`src/rtl/cross_bar_slave_arb.sv`:
```
// Per-slave arbiter of the cross bar: decodes the slave select, grants one master,
// forwards its request and routes in-order read responses through a tag FIFO.
// Build option: define CROSS_BAR_FIXED_PRIO_EN for fixed priority (lowest index wins).
module cross_bar_slave_arb #(
    parameter int unsigned MASTER_N = 4,
    parameter int unsigned SLAVE_W  = 2,
    parameter int unsigned ADDR_W   = 32,
    parameter int unsigned DATA_W   = 32,
    parameter int unsigned SLAVE_ID = 0,
    parameter int unsigned RD_DEPTH = 4
) (
    input  logic                         clk,
    input  logic                         rst,
    input  logic [MASTER_N-1:0]          m_req,
    input  logic [MASTER_N*ADDR_W-1:0]   m_addr,
    input  logic [MASTER_N-1:0]          m_cmd,
    input  logic [MASTER_N*DATA_W-1:0]   m_wdata,
    output logic [MASTER_N-1:0]          m_ack,
    output logic [MASTER_N-1:0]          m_resp,
    output logic [DATA_W-1:0]            m_rdata,
    output logic                         s_req,
    output logic [ADDR_W-1:0]            s_addr,
    output logic                         s_cmd,
    output logic [DATA_W-1:0]            s_wdata,
    input  logic                         s_ack,
    input  logic                         s_resp,
    input  logic [DATA_W-1:0]            s_rdata,
    output logic                         err
);

    localparam int unsigned IDX_W = (MASTER_N > 1) ? $clog2(MASTER_N) : 1;
    localparam int unsigned PTR_W = (RD_DEPTH > 1) ? $clog2(RD_DEPTH) : 1;
    localparam int unsigned CNT_W = $clog2(RD_DEPTH + 1);

    typedef enum logic {IDLE, GRANT} state_t;

    state_t              state;
    logic [IDX_W-1:0]    gnt;
    logic [IDX_W-1:0]    ptr;
    logic [IDX_W-1:0]    winner;
    logic [IDX_W-1:0]    cand;
    logic                found;
    logic [MASTER_N-1:0] eligible;

    logic [ADDR_W-1:0]   addr_arr  [MASTER_N];
    logic [DATA_W-1:0]   wdata_arr [MASTER_N];

    logic [IDX_W-1:0]    fifo_mem [RD_DEPTH];
    logic [PTR_W-1:0]    wr_ptr;
    logic [PTR_W-1:0]    rd_ptr;
    logic [CNT_W-1:0]    count;
    logic                fifo_full;
    logic                fifo_empty;
    logic                push;
    logic                pop;

    // Per-master views of the flattened buses plus address decode
    always_comb begin
        eligible = '0;
        for (int unsigned i = 0; i < MASTER_N; i++) begin
            addr_arr[i]  = m_addr[i*ADDR_W +: ADDR_W];
            wdata_arr[i] = m_wdata[i*DATA_W +: DATA_W];
            eligible[i]  = m_req[i] &&
                           (m_addr[i*ADDR_W + ADDR_W - 1 -: SLAVE_W] == SLAVE_W'(SLAVE_ID));
        end
    end

    // First eligible master searching upward from ptr with wrap
    always_comb begin
        found  = 1'b0;
        winner = '0;
        cand   = '0;
        for (int unsigned k = 0; k < MASTER_N; k++) begin
            cand = IDX_W'((32'(ptr) + k) % MASTER_N);
            if (!found && eligible[cand]) begin
                found  = 1'b1;
                winner = cand;
            end
        end
    end

    assign fifo_full  = (count == CNT_W'(RD_DEPTH));
    assign fifo_empty = (count == '0);
    assign push       = (state == GRANT) && s_ack && !m_cmd[gnt];
    assign pop        = s_resp && !fifo_empty;

    // Slave-side forwarding and master-side strobes
    always_comb begin
        m_ack  = '0;
        m_resp = '0;
        if (state == GRANT) begin
            m_ack[gnt] = s_ack;
        end
        if (pop) begin
            m_resp[fifo_mem[rd_ptr]] = 1'b1;
        end
    end

    assign s_req   = (state == GRANT);
    assign s_addr  = addr_arr[gnt];
    assign s_cmd   = m_cmd[gnt];
    assign s_wdata = wdata_arr[gnt];
    assign m_rdata = s_rdata;

    // Arbitration FSM, round-robin pointer, FIFO pointers and sticky error
    always_ff @(posedge clk) begin
        if (rst) begin
            state  <= IDLE;
            gnt    <= '0;
            ptr    <= '0;
            wr_ptr <= '0;
            rd_ptr <= '0;
            count  <= '0;
            err    <= 1'b0;
        end else begin
            case (state)
                IDLE: begin
                    if (found && !fifo_full) begin
                        gnt   <= winner;
                        state <= GRANT;
                    end
                end
                GRANT: begin
                    if (s_ack) begin
                        state <= IDLE;
`ifdef CROSS_BAR_FIXED_PRIO_EN
                        ptr   <= '0;
`else
                        ptr   <= (gnt == IDX_W'(MASTER_N - 1)) ? '0 : gnt + IDX_W'(1);
`endif
                    end
                end
                default: state <= IDLE;
            endcase

            if (push) begin
                wr_ptr <= wr_ptr + PTR_W'(1);
            end
            if (pop) begin
                rd_ptr <= rd_ptr + PTR_W'(1);
            end
            if (push && !pop) begin
                count <= count + CNT_W'(1);
            end else if (pop && !push) begin
                count <= count - CNT_W'(1);
            end

            if (s_resp && fifo_empty) begin
                err <= 1'b1;
            end
        end
    end

    // Tag storage needs no reset; validity is tracked by count
    always_ff @(posedge clk) begin
        if (push) begin
            fifo_mem[wr_ptr] <= gnt;
        end
    end

endmodule

```
`config.mk`:
```
export PLATFORM = sky130hd
export DESIGN_NAME = cross_bar_slave_arb
export DESIGN_NICKNAME = d
export VERILOG_FILES = /design/src/rtl/cross_bar_slave_arb.sv
export SDC_FILE = /design/constraint.sdc
export NUM_CORES = 1
export LEC_CHECK = 0
export CAP_MARGIN = 40
export CORE_AREA = 2 2 158 160
export CTS_BUF_LIST = sky130_fd_sc_hd__clkbuf_16
export CTS_CLUSTER_SIZE = 40
export DETAILED_ROUTE_END_ITERATION = 10
export DIE_AREA = 0 0 160 162
export PLACE_DENSITY = 0.52
export SYNTH_ARGS = -nofsm -noshare
export SYNTH_HDL_FRONTEND = slang
export SYNTH_SLANG_ARGS = --single-unit
```
`constraint.sdc`:
```
create_clock -name clk -period 5 [get_ports clk]
set_clock_uncertainty 0.15 [all_clocks]
set_input_delay 0.5 -clock clk [delete_from_list [all_inputs] [get_ports clk]]
set_output_delay 0.5 -clock clk [all_outputs]
set_load 0.1 [all_outputs]
```
* After elaboration in Yosys (flattened, before gate mapping)
Memories as Yosys holds them, arrays and structs flattened. A register that Yosys moved wholly into a read port is not among the register bits.
Index checks and enable logic that the tools add are counted.
W data, S select, Z words.
** Word-level totals
- Flip-flop bits (word level) :: 13
- RAM bits :: 8
- Output and inout port bits :: 107
- Word-level logic and storage cells :: 102
- Memories kept :: 1
** Cells by class
- Add/sub/neg operators :: 8
- $lt $le $gt $ge :: 9
- Equality and inequality tests :: 2
- Muxes and demuxes :: 40
- Bitwise gates (word level) :: 3
- Reductions and logical operators :: 32
** Memory list
- fifo_mem :: depth 4, bits a word 2, rd ports 1, clocked after memory_dff 1, wr ports 1, RTL line 48 : logic [IDX_W-1:0] fifo_mem [RD_DEPTH];
** Operator list (count)
- $bmux W32 S2 :: 2
- $mux W32 :: 4
- $lt A2 B3 Y1 const B :: 6
- $logic_and A1 B1 Y1 :: 16
- $mux W1 :: 15
- $mux W2 :: 7
- $bmux W1 S2 :: 5
- $add A2 B1 Y2 const B :: 4
- $logic_not A1 Y1 :: 8
- $logic_not A2 Y1 :: 4
- $mux W4 :: 2
- $mux W3 :: 2
- $add A2 B2 Y2 const B :: 2
- $and A4 B4 Y4 :: 1
- $demux W1 S2 :: 2
- $ge A2 B1 Y1 const B :: 2
- $reduce_and A2 Y1 :: 2
- $add A3 B1 Y3 const B :: 1
- $eq A3 B3 Y1 const B :: 1
- $ge A3 B3 Y1 const B :: 1
- $logic_not A3 Y1 :: 1
- $not A2 Y3 :: 1
- $sub A3 B1 Y3 const B :: 1
- $eq A2 B2 Y1 const B :: 1
- 3 further kinds :: 3

* Depth between registers and ports, before layout
- Depth after elaboration :: 17
- Gate-level depth with buffers :: 9
- Depth with buffers taken out :: 8

* Worst setup path before layout
Ideal clock, no wire load.
- Kind :: reg-to-output
- From :: register with a tool-made name
- To :: output port m_resp[0]
- Arrival :: 2984 ps
- Data required time :: 4350 ps
- Slack :: 1366 ps
- Cell stages (with the launch flop) :: 3
- Path buffers :: 0
- Cells stage by stage :: dfxtp_1 -> mux4_2 -> nor3_1
** RTL lines
- to (decl) :: RTL line 19 : output logic [MASTER_N-1:0] m_resp,

* Final worst setup path
- From :: register gnt[0]
- To :: output port s_wdata[7]
** Between the ends
- Word-level cells in the longest chain between the ends :: 4
** RTL lines
- from (decl) :: RTL line 38 : logic [IDX_W-1:0] gnt;
- from (signal assigned) :: RTL line 119 : gnt <= winner;
- $not A2 Y3 (not written as such) :: RTL line 102 : assign s_wdata = wdata_arr[gnt];
- $bmux W32 S2 :: RTL line 102
- $mux W32 (not written as such) (2 in series) :: RTL line 102
- to (decl) :: RTL line 24 : output logic [DATA_W-1:0] s_wdata,
Every way passes these cells. The select of a mux whose other input is x is not followed.

==> metrics.cfg <==
[clock_tree]
numCtsBuffers = 3
cts.sinks = 23
postCtsSetupBuffers = 0
root_buffer = clkbuf_16
hold_buffers = 0
cts.htree.levels = 1
cts_max_path_buffers = 2
clk_pin_slew_ns = 0.06
cts-resized-gates = 0
clkLatencyLatePin_ns = 0.26
cts_tree = done

[synth]
ys_ff_latch = 23
synth_ff_type = dfxtp_1
yosys_warnings = 0
synth-edff-count = 8
synth_top_area_cell = mux4_2
synthArstFlopShare_pct = 0
yosysSeqAreaShare_pct = 18.1
netlist.area_leader.share_pct = 50.5
netlist_area_mm2 = 0.00299
syn_nets = 539
ys_types = 40
syn_area_per_cell_um2 = 13.0
synthCells = 229
ys_top_cells_by_area = mux4_2, dfxtp_1, buf_4, edfxtp_1, ha_1

[critical_path]
path_class = register to output port
cp.arrival_ns = 2.75
start_kind = register
end_kind = output port
crit_fanout = 41
cp.required_ns = 4.35

[pwr]
seqPwrFrac_pct = 11.6
p_per_area_mw_per_mm2 = 333
pwr-share-comb_pct = 81.9
switching_share_pct = 50.2
peakVddDrop_mv = 0.240
p_int_uw = 1360
leakagePower_uw = 0.00293
clockPowerShare_pct = 6.5
p_sw_uw = 1360

[grt]
grt_use_total_pct = 13.7
grt_max_degree = 58
antenna_found_initial = 1
grt_pass1_wl_um = 26800
grt_pass1_vias = 4291
grt.overflow.total = 0

[drt]
vias = 3633
drc = 0
wire_per_inst_um = 20.0
avgViaCountPerCell = 3.91
drtIter0Drc = 118
wirelength_um = 18500
ant_nets = 0
dr.pass1.iters = 4

[timing]
worstMarginPinSlew_ns = 0.823
slew_headroom_pct = 45.1
slew_viol_final = 0
hold_violations = 0
fin_crit_ns = 3.40
tns_ns = 0
rsz0062_at_grt = no
min_period_over_period_pct = 68.0
fmax_mhz = 294
setup_viol = 0

[finish]
area_delta_synth_final_pct = 173
fin_util_pct = 33.8
design_area_mm2 = 0.00816
fillers = 2372
nets = 916
n_antenna_cell = 0
drive_gt1_share_pct = 26.0
layout_commonest_cell = clkdlybuf4s50_1
mostFrequentLayoutCells = clkdlybuf4s50_1, mux4_2, buf_8, buf_16, dfxtp_1

[outcome]
outcome = complete, no violations

[worst_hold_path]
holdCritPathClass = register to register

[floorplan]
die_area_mm2 = 0.0259
start_util_pct = 12.4
coreArea_mm2 = 0.0241
die_w_um = 160
rows = 57
die_h_um = 162
io_pins = 407

[place]
place_congestion = 0.900
io_buffers = 342
placed_area_mm2 = 0.00808
dp.final_hpwl_um = 16700

[run]
maxCapViolCount = 0

[critical path, cell delays in order (launching register included)]
cell,delay (ns)
dfxtp_4,0.85
buf_4,0.35
mux4_2,0.53
clkdlybuf4s50_1,0.53
buf_16,0.21
[Yosys cell counts, types with 2 or more instances]
master / number
buf_2: 5
nor3b_2: 2
mux4_2: 67
dfxtp_1: 15
xnor2_1: 2
a21oi_1: 9
o21ai_0: 3
and3_1: 5
nor3b_1: 2
inv_1: 7
or3b_2: 3
nor3_1: 4
edfxtp_1: 8
xor2_1: 3
nor2_1: 12
ha_1: 9
nand2_1: 7
buf_1: 3
clkbuf_1: 4
buf_4: 35
and2_1: 4
nand3_1: 2
[logic make-up after synthesis]
| kind of cell | Yosys count | synth area share [%] |
|---|---|---|
| flops | 23 | 18.1 |
| simple gates | 47 | 9.01 |
| compound gates | 21 | 4.53 |
| buf+inv | 55 | 11.6 |
| fa+ha+maj | 10 | 4.44 |
| xor+xnor | 5 | 1.47 |
| mux | 68 | 50.9 |
[cell type report]
type | count | area [um2] | area share [%]
flip-flops and latches | 23 | 548 | 6.72
clock inverters | 1 | 5.00 | 0.0614
clock buffers | 3 | 75.1 | 0.920
inverters | 7 | 26.3 | 0.322
repair buffers | 420 | 5000 | 61.3
multi-input cells | 151 | 2100 | 25.7
well taps | 324 | 405 | 4.97
[per-layer routing]
layer,share of wire (%),track usage [%]
met5,0.049,0
met4,0.43,0.901
met3,5.6,2.91
met2,56,26.3
met1,38,16.2
[path summary, 6_finish.rpt]
check                           to                 from  cells after the start  slack, ns
max reg2reg  count[2]$_SDFFE_PP0P_  gnt[0]$_SDFFE_PP0P_                      8       1.74
min reg2reg       err$_SDFFE_PP0P_     err$_SDFFE_PP0P_                      2       0.32
max                     s_wdata[7]  gnt[0]$_SDFFE_PP0P_                      4       1.60
min               err$_SDFFE_PP0P_     err$_SDFFE_PP0P_                      2       0.32
[sequential cells by signal (all words and copies together), names as in the netlist, named ones only]
signal    cells
count         3
err           1
fifo_mem      8
gnt           2
ptr           2
rd_ptr        2
s_req         1
wr_ptr        2
[power groups by stage]
stage	clock [uW]	combinational, uW	sequential (uW)
3_5_place_dp	0	2230	324
5_1_grt	191	2290	328
2_1_floorplan	0	1310	290
3_3_place_gp	0	1680	321
4_1_cts	184	2240	320
6_report	176	2230	316
[metrics by stage]
stage | setup slack, ns | hold slack, ns | std cells | power, uW
finish | 1.60 | 0.319 | 929 | 2720
global route | 1.39 | 0.395 | 929 | 2810
CTS | 1.49 | 0.329 | 929 | 2740
detailed placement | 1.65 | 0.312 | 925 | 2560
global placement | 1.55 | 0.302 | 850 | 2000
floorplan | 1.37 | 0.328 | 229 | 1600
No activity file was read; power rests on OpenSTA's default activity.
